**src/rtl/booth_seq_multiplier.sv**
```systemverilog
// ----------------------------------------------------------------------------
// booth_seq_multiplier
// Iterative radix-4 (modified) Booth multiplier with valid/ready handshakes.
// One Booth digit is retired per clock. A per-transaction flag selects
// two's-complement or unsigned operands. The product is exact at 2*WIDTH bits.
//
// Operation
//   IDLE : operands are captured and extended. The multiplicand is extended to
//          2*WIDTH+2 bits. The multiplier is extended to 2*NSTEP bits, and then
//          a zero LSB is appended.
//   CALC : NSTEP accumulate steps, then one cycle that publishes the product.
//          On the first edge the product register is written; on that same
//          edge the state moves to DONE.
//   DONE : the product is held until out_ready is seen.
//
// Instead of a barrel shifter, the multiplicand shifts left by two and the
// multiplier shifts right by two on every step. The digit triplet is therefore
// always found in the low three bits of the multiplier register.
// ----------------------------------------------------------------------------
module booth_seq_multiplier #(
   parameter int WIDTH = 8                       // operand width, must be >= 2
) (
   input  logic                 clk,
   input  logic                 rst,
   input  logic                 in_valid,
   output logic                 in_ready,
   input  logic [WIDTH-1:0]     in_a,
   input  logic [WIDTH-1:0]     in_b,
   input  logic                 in_signed,
   output logic                 out_valid,
   input  logic                 out_ready,
   output logic [2*WIDTH-1:0]   out_product,
   output logic                 busy
);

   // Booth digits per operation
   localparam int NSTEP = (WIDTH / 2) + 1;
   // Accumulator / multiplicand width
   localparam int AW    = 2 * WIDTH + 2;
   // Multiplier register width (extended operand plus appended zero LSB)
   localparam int BW    = 2 * NSTEP + 1;
   // Step counter has to reach NSTEP (the publish cycle)
   localparam int CW    = $clog2(NSTEP + 1);
   localparam logic [CW-1:0] LAST_STEP = CW'(NSTEP);

   typedef enum logic [1:0] {
      IDLE = 2'd0,
      CALC = 2'd1,
      DONE = 2'd2
   } state_e;

   state_e state_q, state_d;

   logic [AW-1:0]        a_q, a_d;        // multiplicand, pre-shifted by 2k
   logic [BW-1:0]        b_q, b_d;        // multiplier, consumed two bits/step
   logic [AW-1:0]        acc_q, acc_d;    // running partial sum
   logic [CW-1:0]        step_q, step_d;  // Booth step index
   logic [2*WIDTH-1:0]   product_q, product_d;

   // Operand extension. In unsigned mode the extension bits are zero, so the
   // top operand bit is never read as a sign.
   logic                 a_ext_bit;
   logic                 b_ext_bit;
   logic [AW-1:0]        a_ext;
   logic [BW-1:0]        b_ext;

   assign a_ext_bit = in_signed & in_a[WIDTH-1];
   assign b_ext_bit = in_signed & in_b[WIDTH-1];
   assign a_ext     = {{(AW - WIDTH){a_ext_bit}}, in_a};
   assign b_ext     = {{(2 * NSTEP - WIDTH){b_ext_bit}}, in_b, 1'b0};

   logic [2:0]           triplet;
   logic [AW-1:0]        term;

   assign triplet = b_q[2:0];

   // ------------------------------------------------------------------------
   // FSM state register
   // NOTE: sequential state is updated only with non-blocking assignments.
   //       This lets every flop sample the pre-edge values of its neighbours.
   always_ff @(posedge clk or posedge rst) begin
      if (rst) begin
         state_q <= IDLE;
      end else begin
         state_q <= state_d;
      end
   end

   // FSM next-state decode
   // NOTE: every combinational output is given a default before the case
   //       statement. Otherwise a path that does not assign it infers a latch.
   always_comb begin
      state_d = state_q;
      case (state_q)
         IDLE: begin
            if (in_valid) begin
               state_d = CALC;
            end
         end
         CALC: begin
            if (step_q == LAST_STEP) begin
               state_d = DONE;
            end
         end
         DONE: begin
            if (out_ready) begin
               state_d = IDLE;
            end
         end
         default: begin
            state_d = IDLE;
         end
      endcase
   end

   // FSM outputs, decoded from registered state only
   always_comb begin
      in_ready    = (state_q == IDLE);
      out_valid   = (state_q == DONE);
      busy        = (state_q == CALC) || (state_q == DONE);
      out_product = product_q;
   end

   // ------------------------------------------------------------------------
   // Booth digit selection: 0, +A, +2A, -2A or -A from the current triplet
   always_comb begin
      term = '0;
      case (triplet)
         3'b001, 3'b010: term = a_q;
         3'b011:         term = a_q << 1;
         3'b100:         term = -(a_q << 1);
         3'b101, 3'b110: term = -a_q;
         default:        term = '0;
      endcase
   end

   // Datapath next-state: capture, accumulate, publish
   always_comb begin
      a_d       = a_q;
      b_d       = b_q;
      acc_d     = acc_q;
      step_d    = step_q;
      product_d = product_q;
      case (state_q)
         IDLE: begin
            if (in_valid) begin
               a_d    = a_ext;
               b_d    = b_ext;
               acc_d  = '0;
               step_d = '0;
            end
         end
         CALC: begin
            if (step_q == LAST_STEP) begin
               // Only a finished sum ever reaches the output register
               product_d = acc_q[2*WIDTH-1:0];
            end else begin
               acc_d  = acc_q + term;
               a_d    = a_q << 2;
               b_d    = b_q >> 2;
               step_d = step_q + 1'b1;
            end
         end
         default: begin
         end
      endcase
   end

   // Datapath registers. Reset clears all of them, so an aborted operation
   // leaves no residue behind.
   always_ff @(posedge clk or posedge rst) begin
      if (rst) begin
         a_q       <= '0;
         b_q       <= '0;
         acc_q     <= '0;
         step_q    <= '0;
         product_q <= '0;
      end else begin
         a_q       <= a_d;
         b_q       <= b_d;
         acc_q     <= acc_d;
         step_q    <= step_d;
         product_q <= product_d;
      end
   end

endmodule

```
**config.mk**
```make
export PLATFORM = sky130hd
export DESIGN_NAME = booth_seq_multiplier
export DESIGN_NICKNAME = d
export VERILOG_FILES = /design/src/rtl/booth_seq_multiplier.sv
export SDC_FILE = /design/constraint.sdc
export NUM_CORES = 1
export LEC_CHECK = 0
export ABC_AREA = 1
export CORE_ASPECT_RATIO = 2
export CORE_MARGIN = 2
export CORE_UTILIZATION = 25
export CTS_CLUSTER_DIAMETER = 50
export DETAILED_ROUTE_END_ITERATION = 10
export GPL_TIMING_DRIVEN = 0
export PLACE_DENSITY_LB_ADDON = 0.3
export SLEW_MARGIN = 10
export SYNTH_ARGS = -nofsm -noshare
export SYNTH_HDL_FRONTEND = slang
export SYNTH_SLANG_ARGS = --single-unit
```
**constraint.sdc**
```tcl
create_clock -name clk -period 5.65 [get_ports clk]
set_input_delay 1.4125 -clock clk [delete_from_list [all_inputs] [get_ports clk]]
set_output_delay 1.4125 -clock clk [all_outputs]
set_load 0.005 [all_outputs]
```
# ---- After elaboration in Yosys (flattened, before gate mapping)
# Cells that the tools add are included.
dict set report classes {
  n_addsub 4
  n_bitwise 2
  eq_ne 13
  magnitude_cmp 0
  n_shift 0
  muxes 17
  mul 0
  n_reduce_logical 8
  div 0
}
# cell count
set ops {}
lappend ops {{2-to-1 mux 18 bit} 4}
lappend ops {{one-hot mux 18 bit (2 select lines)} 2}
lappend ops {{one-hot mux 18 bit (4 select lines)} 1}
lappend ops {{negator 18 bit} 2}
lappend ops {{2-to-1 mux 11 bit} 2}
lappend ops {{one-hot mux 11 bit (2 select lines)} 1}
lappend ops {{adder 18 bit} 1}
lappend ops {{== test 3 bit, second input constant} 4}
lappend ops {{== test 3 x 2 -> 1 bit, second input constant} 2}
lappend ops {{2-to-1 mux 2 bit} 3}
lappend ops {{2-to-1 mux 3 bit} 2}
lappend ops {{one-hot mux 2 bit (3 select lines)} 1}
lappend ops {{one-hot mux 3 bit (2 select lines)} 1}
lappend ops {{AND reduction 3 bit} 2}
lappend ops {{inequality test 2 x 1 -> 1 bit, second input constant} 2}
lappend ops {{inequality test 2 bit, second input constant} 2}
lappend ops {{OR reduction 2 bit} 2}
lappend ops {{adder 3 x 1 -> 3 bit, second input constant} 1}
lappend ops {{== test 3 x 1 -> 1 bit, second input constant} 1}
lappend ops {{bitwise AND 1 bit} 2}
lappend ops {{== test 2 x 1 -> 1 bit, second input constant} 1}
lappend ops {{== test 2 bit, second input constant} 1}
lappend ops {{zero test 2 bit} 1}
lappend ops {{AND reduction 2 bit} 1}
lappend ops {{other kinds (2)} 2}
dict set report totals {
  ram_bits 0
  wordCells 50
  input_bits 21
  rom_bits 0
  latchBits 0
  n_memories 0
  out_inout_bits 19
  register_bits 68
}

# ---- Depth between registers and ports, before layout
# Gate-level depths: netlist of the first run.
dict set report depth {
  ltp_word 6
  depth_mapped 20
  ltp_nobuf 20
}

# ---- Worst setup path before layout of the first run
# No wires, ideal clock.
dict set report synth_timing {
  path_kind {reg2reg}
  startpoint {reg a_q[0]}
  endpoint {reg acc_q[15]}
  path_slack_ns 3.001
  stages_incl_launch_ff 18
  period_less_slack_ns 2.649
  t_arrival_ns 2.532
  required_time_ns 5.533
  path_cell_list {dfrtp_1 -> inv_1 -> ha_1 -> nand2_2 -> nor2_8 -> xor2_1 -> inv_1 -> a221o_1 -> ha_1 -> nand2_1 -> nor2_1 -> inv_1 -> nor4_1 -> nand2_1 -> nand2b_1 -> nand3_1 -> nand3_1 -> nand2_1}
}
dict set report synth_via {
  elab_chain_cells 5
  elab_cells_between_ends 6
  classes_between {add/sub (3); mux (3)}
}
# element line_no
set synth_lines {}
lappend synth_lines {{start: declaration} 54} ;# logic [AW-1:0] a_q, a_d;
lappend synth_lines {{start signal: assignment} 173} ;# a_q <= '0;
lappend synth_lines {{start signal: assignment} 179} ;# a_q <= a_d;
lappend synth_lines {{negator 18 bit, on equally long branches} {132, 131}}
lappend synth_lines {{one-hot mux 18 bit (4 select lines) (*)} 128} ;# case (triplet)
lappend synth_lines {{adder 18 bit (*)} 158} ;# acc_d = acc_q + term;
lappend synth_lines {{2-to-1 mux 18 bit (*)} 154} ;# if (step_q == LAST_STEP) begin
lappend synth_lines {{one-hot mux 18 bit (2 select lines) (*)} 144} ;# case (state_q)
lappend synth_lines {{end signal: assignment} 175} ;# acc_q <= '0;
lappend synth_lines {{end signal: assignment} 181} ;# acc_q <= acc_d;
lappend synth_lines {{end: declaration} 56} ;# logic [AW-1:0] acc_q, acc_d;
# Mark *: on every way between the ends. The rest lies on a longest branch, timed or not. The select of a mux whose other input is x is not followed.
# A chain may end at the register's enable or synchronous reset.

# ---- Worst setup path after layout of the first run
dict set report layout_timing {
  startpoint {reg a_q[0]}
  endpoint {reg acc_q[13]}
}
# The elaborated chain is that of the path after synthesis.

==> results.sh, run 1 <==
export IMPL_setup_tns_ns=0
export IMPL_yosysSeqAreaShare_pct=38.1
export IMPL_initial_core_util_pct=25.5
export IMPL_min_period_ns=3.30
export IMPL_grt_max_degree=63
export IMPL_rr_startpoint="a_q[0]"
export IMPL_reg2regPathDepth=19
export IMPL_antenna_cells=0
export IMPL_finClkSkew_ns=0.0108
export IMPL_final_nets=639
export IMPL_cts_resized=0
export IMPL_drt_initial_drc_count=219
export IMPL_grt_usage_pct=14.7
export IMPL_avgRoutedWirePerCell_um=15.1
export IMPL_endpoint_kind="register"
export IMPL_ys_seq_elements=63
export IMPL_cts_hold_buffers_added=0
export IMPL_cts_max_level=3
export IMPL_viasPerCell=4.79
export IMPL_finalPower_mw=3.32
export IMPL_synthCells=545
export IMPL_worstPathRequired_ns=5.88
export IMPL_worst_slew_pin_slew_ns=0.668
export IMPL_root_buffer="clkbuf_16"
export IMPL_start_kind="register"
export IMPL_synth_yosys_warnings=0
export IMPL_ys_flop_type="dfrtp_1"
export IMPL_rsz0062_at_grt="no"
export IMPL_min_path_type="reg -> reg"
export IMPL_antenna_left=0
export IMPL_final_common_cell="nand2_1"
export IMPL_hold_slack_ns=0.465
export IMPL_die_h_um=186
export IMPL_critPathArrivalTime_ns=3.52
export IMPL_synth_distinct_cells=45
export IMPL_finalSetupViolCount=0
export IMPL_rows=66
export IMPL_num_vias=3854
export IMPL_r2r_setup_slack_ns=2.35
export IMPL_max_freq_ghz=0.303
export IMPL_cts_setup_buffers=0
export IMPL_worstSetupPathType="reg -> reg"
export IMPL_reg2reg_to="acc_q[13]"
export IMPL_grt_pass1_wl_um=19300
export IMPL_gp_congestion=0.910
export IMPL_cts_buffers=9
export IMPL_outcome="finished clean"
export IMPL_async_reset_ff_share_pct=100
export IMPL_drv_slew=0
export IMPL_core_um2=16300
export IMPL_insertion_delay_ns=0.35
export IMPL_grt_pass1_vias=3943
export IMPL_hold_path_end="out_product[8]"
export IMPL_hpwl_um=9670
export IMPL_grt_antenna_before_repair=0
export IMPL_min_delay_start="out_product[8]"
export IMPL_p_per_area_nw_per_um2=648
export IMPL_hold_depth=2
export IMPL_peakVddDrop_v=0.000204
export IMPL_cts_buffer_depth=2
export IMPL_clk_pin_slew_ns=0.06
export IMPL_port_buffers=39
export IMPL_synth_edf_count=0
export IMPL_area_growth_pct=23.5
export IMPL_wl_um=12100
export IMPL_drc=0
export IMPL_die_area_um2=17700
export IMPL_drv_cap=0
export IMPL_cp_max_fo=6
export IMPL_fin_crit_sh_pct=58.4
export IMPL_finalHoldViolations=0
export IMPL_syn_area_um2=4140
export IMPL_syn_avg_cell_area_um2=7.60
export IMPL_p_leak_nw=2.33
export IMPL_drive_above_1_share_pct=11.6
export IMPL_clock_sinks=63
export IMPL_cts_tree="yes"
export IMPL_die_w_um=95.0
export IMPL_mostFrequentLayoutCells="nand2_1 (136), inv_1 (65), dfrtp_1 (63)"
export IMPL_syn_num_nets=588
export IMPL_grt_overflow=0
export IMPL_num_io_pins=40
export IMPL_maxSlewHeadroom_pct=55.2
export IMPL_first_pass_iters=4
cell families after synthesis:
logic type      after synthesis  synth area share [%]
fa+ha+maj                    22                  6.83
buf+inv                      95                  9.49
xor+xnor                      9                  1.90
flops                        63                  38.1
simple gates                217                  23.8
compound gates              139                  19.9
critical path: stages (launching register included):
cell	delay (ns)
dfrtp_1	0.38
inv_1	0.16
ha_1	0.23
nand2_2	0.12
nor2_8	0.19
xor2_1	0.21
o22ai_1	0.09
a21oi_1	0.11
o21ai_0	0.13
ha_1	0.36
nand2_1	0.11
inv_1	0.04
a21oi_1	0.27
nand2_1	0.19
nand2_1	0.09
nand2_1	0.09
a21oi_1	0.24
nand2_1	0.08
nand2_1	0.06
o21ai_1	0.06
state kept, by name (all words and copies together) (netlist names):
name and cells:
a_q 16, out_product 16, state_q 2, b_q 10, step_q 3, acc_q 16
metal layers:
| metal | vias up | GRT usage [%] | share of wire, % |
|---|---|---|---|
| met5 | - | 0 | 0 |
| met4 | 0 | 8.17 | 4.4 |
| met3 | 30 | 2.87 | 2.4 |
| met2 | 73 | 28.3 | 57 |
| met1 | 1822 | 13.9 | 36 |
| li1 | 1929 | - | - |
worst max path at each step:
stage	from	end	cells past startpoint
after global placement	rst	out_product[11]	2
final	a_q[0]	acc_q[13]	19
after global routing	a_q[0]	acc_q[13]	19
after floorplan	rst	a_q[0]	1
after detailed placement	a_q[0]	acc_q[13]	19
after CTS	a_q[0]	acc_q[13]	19
area by class of cell:
cell class                 instances  area (µm²)
buffer                            17        97.6
fill                            1719       11200
tap                              204         255
inverter                          78         298
clock buffer                       9         225
multi-input combinational        387        2170
sequential                        63        1580
clock inverter                     7        72.6
timing repair buffer              40         418
power by group:
part | total, mW | leakage (nW) | internal (mW) | switching (mW)
sequential | 0.790 | 0.815 | 0.646 | 0.144
combinational | 1.96 | 1.38 | 0.717 | 1.25
clock | 0.563 | 0.142 | 0.342 | 0.221
Yosys cell counts (2+ instances only):
cell,number,share of area (%)
a21oi_1,26,3.1
a221o_1,2,0.48
buf_2,9,1.1
buf_4,2,0.36
buf_6,2,0.54
clkbuf_1,4,0.36
dfrtp_1,63,38
ha_1,21,6.3
inv_1,66,6.0
inv_2,11,1.0
nand2_1,136,12
nand2_2,4,0.60
nand3_1,21,2.5
nand3_2,4,0.97
nand4_1,5,0.76
nor2_1,29,2.6
nor2_2,5,0.76
nor2_4,3,0.82
nor3_2,3,0.73
o2111ai_1,5,1.1
o211ai_1,11,2.0
o21ai_0,42,5.1
o21ai_1,26,3.1
o21ai_2,2,0.42
o221ai_1,6,1.3
o22ai_1,11,1.7
xor2_1,8,1.7
through the flow:
stage / cell area (µm²) / setup slack (ns) / utilization (%) / instances
4_1_cts: 5110 / 2.36 / 31.4 / 805
3_3_place_gp: 4790 / 1.41 / 29.4 / 788
2_1_floorplan: 4140 / 2.67 / - / 545
3_5_place_dp: 4820 / 2.37 / 29.6 / 789
5_1_grt: 5110 / 2.12 / 31.4 / 805
6_report: 5110 / 2.35 / 31.4 / 805
Note: power is estimated with default switching activity, not from simulation.
==> inputs of run 2 (changes only) <==
clock period = 2.9 ns   (was 5.65 ns; I/O delays follow)
==> results.sh, run 2 (synthesis gave the netlist of run 1 again) <==
export IMPL_outcome="finished clean"
export IMPL_die_w_um=95.0
export IMPL_post_dp_cell_area_um2=4820
export IMPL_min_path_type="reg -> reg"
export IMPL_grt_max_degree=63
export IMPL_final_nets=670
export IMPL_drc=0
export IMPL_critPathArrivalTime_ns=3.13
export IMPL_fin_crit_sh_pct=99.6
export IMPL_root_buffer="clkbuf_16"
export IMPL_core_um2=16300
export IMPL_wl_um=12700
export IMPL_final_common_cell="nand2_1"
export IMPL_rsz0062_at_grt="yes"
export IMPL_finalSetupViolCount=0
export IMPL_finalHoldViolations=0
export IMPL_finalNonFillerCells=836
export IMPL_grt_usage_pct=14.8
export IMPL_finalPower_mw=7.52
export IMPL_rows=66
export IMPL_port_buffers=39
export IMPL_drt_initial_drc_count=218
export IMPL_start_kind="register"
export IMPL_finClkSkew_ns=0.00974
export IMPL_cts_buffers=9
export IMPL_setup_tns_ns=0
export IMPL_drive_above_1_share_pct=23.3
export IMPL_num_vias=4048
export IMPL_worstSetupPathType="reg -> reg"
export IMPL_grt_pass1_wl_um=19400
export IMPL_initial_core_util_pct=25.5
export IMPL_p_leak_nw=2.51
export IMPL_drv_slew=0
export IMPL_insertion_delay_ns=0.35
export IMPL_die_h_um=186
export IMPL_first_pass_iters=4
export IMPL_grt_overflow=0
export IMPL_num_io_pins=40
export IMPL_avgRoutedWirePerCell_um=15.2
export IMPL_grt_pass1_vias=3990
export IMPL_clock_sinks=63
export IMPL_cts_buffer_depth=2
export IMPL_mostFrequentLayoutCells="nand2_1 (127), dfrtp_1 (63), inv_1 (59)"
export IMPL_place_ws_ns=-0.376
export IMPL_drv_cap=0
export IMPL_stdcell_area_um2=5640
export IMPL_die_area_um2=17700
export IMPL_max_freq_ghz=0.346
export IMPL_min_period_ns=2.89
export IMPL_worstPathRequired_ns=3.14
export IMPL_cts_tree="yes"
export IMPL_maxSlewHeadroom_pct=54.1
export IMPL_placedCellCount=789
export IMPL_antenna_left=0
export IMPL_gp_congestion=0.910
export IMPL_grt_antenna_before_repair=0
export IMPL_clk_pin_slew_ns=0.06
export IMPL_cts_max_level=3
export IMPL_endpoint_kind="register"
export IMPL_p_per_area_nw_per_um2=1330
export IMPL_worst_slew_pin_slew_ns=0.685
export IMPL_viasPerCell=4.84
export IMPL_hpwl_um=9670
export IMPL_antenna_cells=0
export IMPL_peakVddDrop_v=0.000408
export IMPL_area_growth_pct=36.1
export IMPL_cp_max_fo=5
export IMPL_worst_slack_ns=0.0109
==> run 2: cell types whose count changed in the layout (fill, tap and decap cells not counted), moves of 6 or more <==
cell / before / now
ha_1: 21 / 15
nand2_2: 4 / 11
a21oi_1: 26 / 20
nand2_1: 136 / 127
inv_1: 65 / 59
nor2_1: 29 / 23
buf_4: 2 / 30
==> run 2: timing repair <==
action / CTS / global route
hold buffers: 0 / 0
endpoints found under the setup margin: 7 / 9
gates cloned: 0 / 0
resized for setup: 18 / 52
setup buffers: 9 / 22
pin swaps: 7 / 35
==> run 2: final cells by class <==
cell class,count,area (µm²)
Clock buffer,9,225
Timing Repair Buffer,71,662
Tap cell,204,255
Inverter,78,304
Buffer,17,104
Clock inverter,7,72.6
Fill cell,1678,10600
Sequential cell,63,1580
Multi-Input combinational cell,387,2440
==> run 2: worst paths after layout <==
kind,from,to,slack (ns),cells after the start
min in group asynchronous,rst,state_q[1],0.59,2
max reg2reg,a_q[0],acc_q[15],0.01,19
max,a_q[0],acc_q[15],0.01,19
max in group asynchronous,rst,a_q[14],1.81,3
min reg2reg,out_product[8],out_product[8],0.47,2
min,out_product[8],out_product[8],0.47,2
==> run 2: through the flow <==
stage | hold slack, ns | utilization [%]
2_1_floorplan | 0.459 | -
3_3_place_gp | 0.461 | 29.4
3_5_place_dp | 0.459 | 29.6
4_1_cts | 0.474 | 32.3
5_1_grt | 0.517 | 34.6
6_report | 0.465 | 34.6
==> run 2: layer usage <==
layer,routed length (µm),track usage (%)
met2,7250,28.6
met4,624,8.23
met1,4490,13.9
met3,374,2.79
met5,0,0
==> run 2: worst max-delay path: stages, from the launching register on <==
cell      delay (ns)
dfrtp_1         0.39
inv_2           0.11
ha_4            0.15
nand2_4         0.07
nor2_8          0.17
buf_4           0.13
inv_2           0.02
nor2_1          0.08
a21oi_1         0.09
a221o_1         0.34
ha_4            0.26
a21oi_1         0.29
o21ai_1         0.14
nand2_1         0.09
nand3b_1        0.07
nand2b_4        0.16
inv_2           0.05
nand2_2         0.04
nand3_2         0.06
nand2_2         0.05
==> run 2: report_power, final <==
part	switching (mW)	internal (mW)	leakage [nW]
Sequential	0.305	1.26	0.815
Combinational	2.84	2.02	1.55
Clock	0.432	0.666	0.142
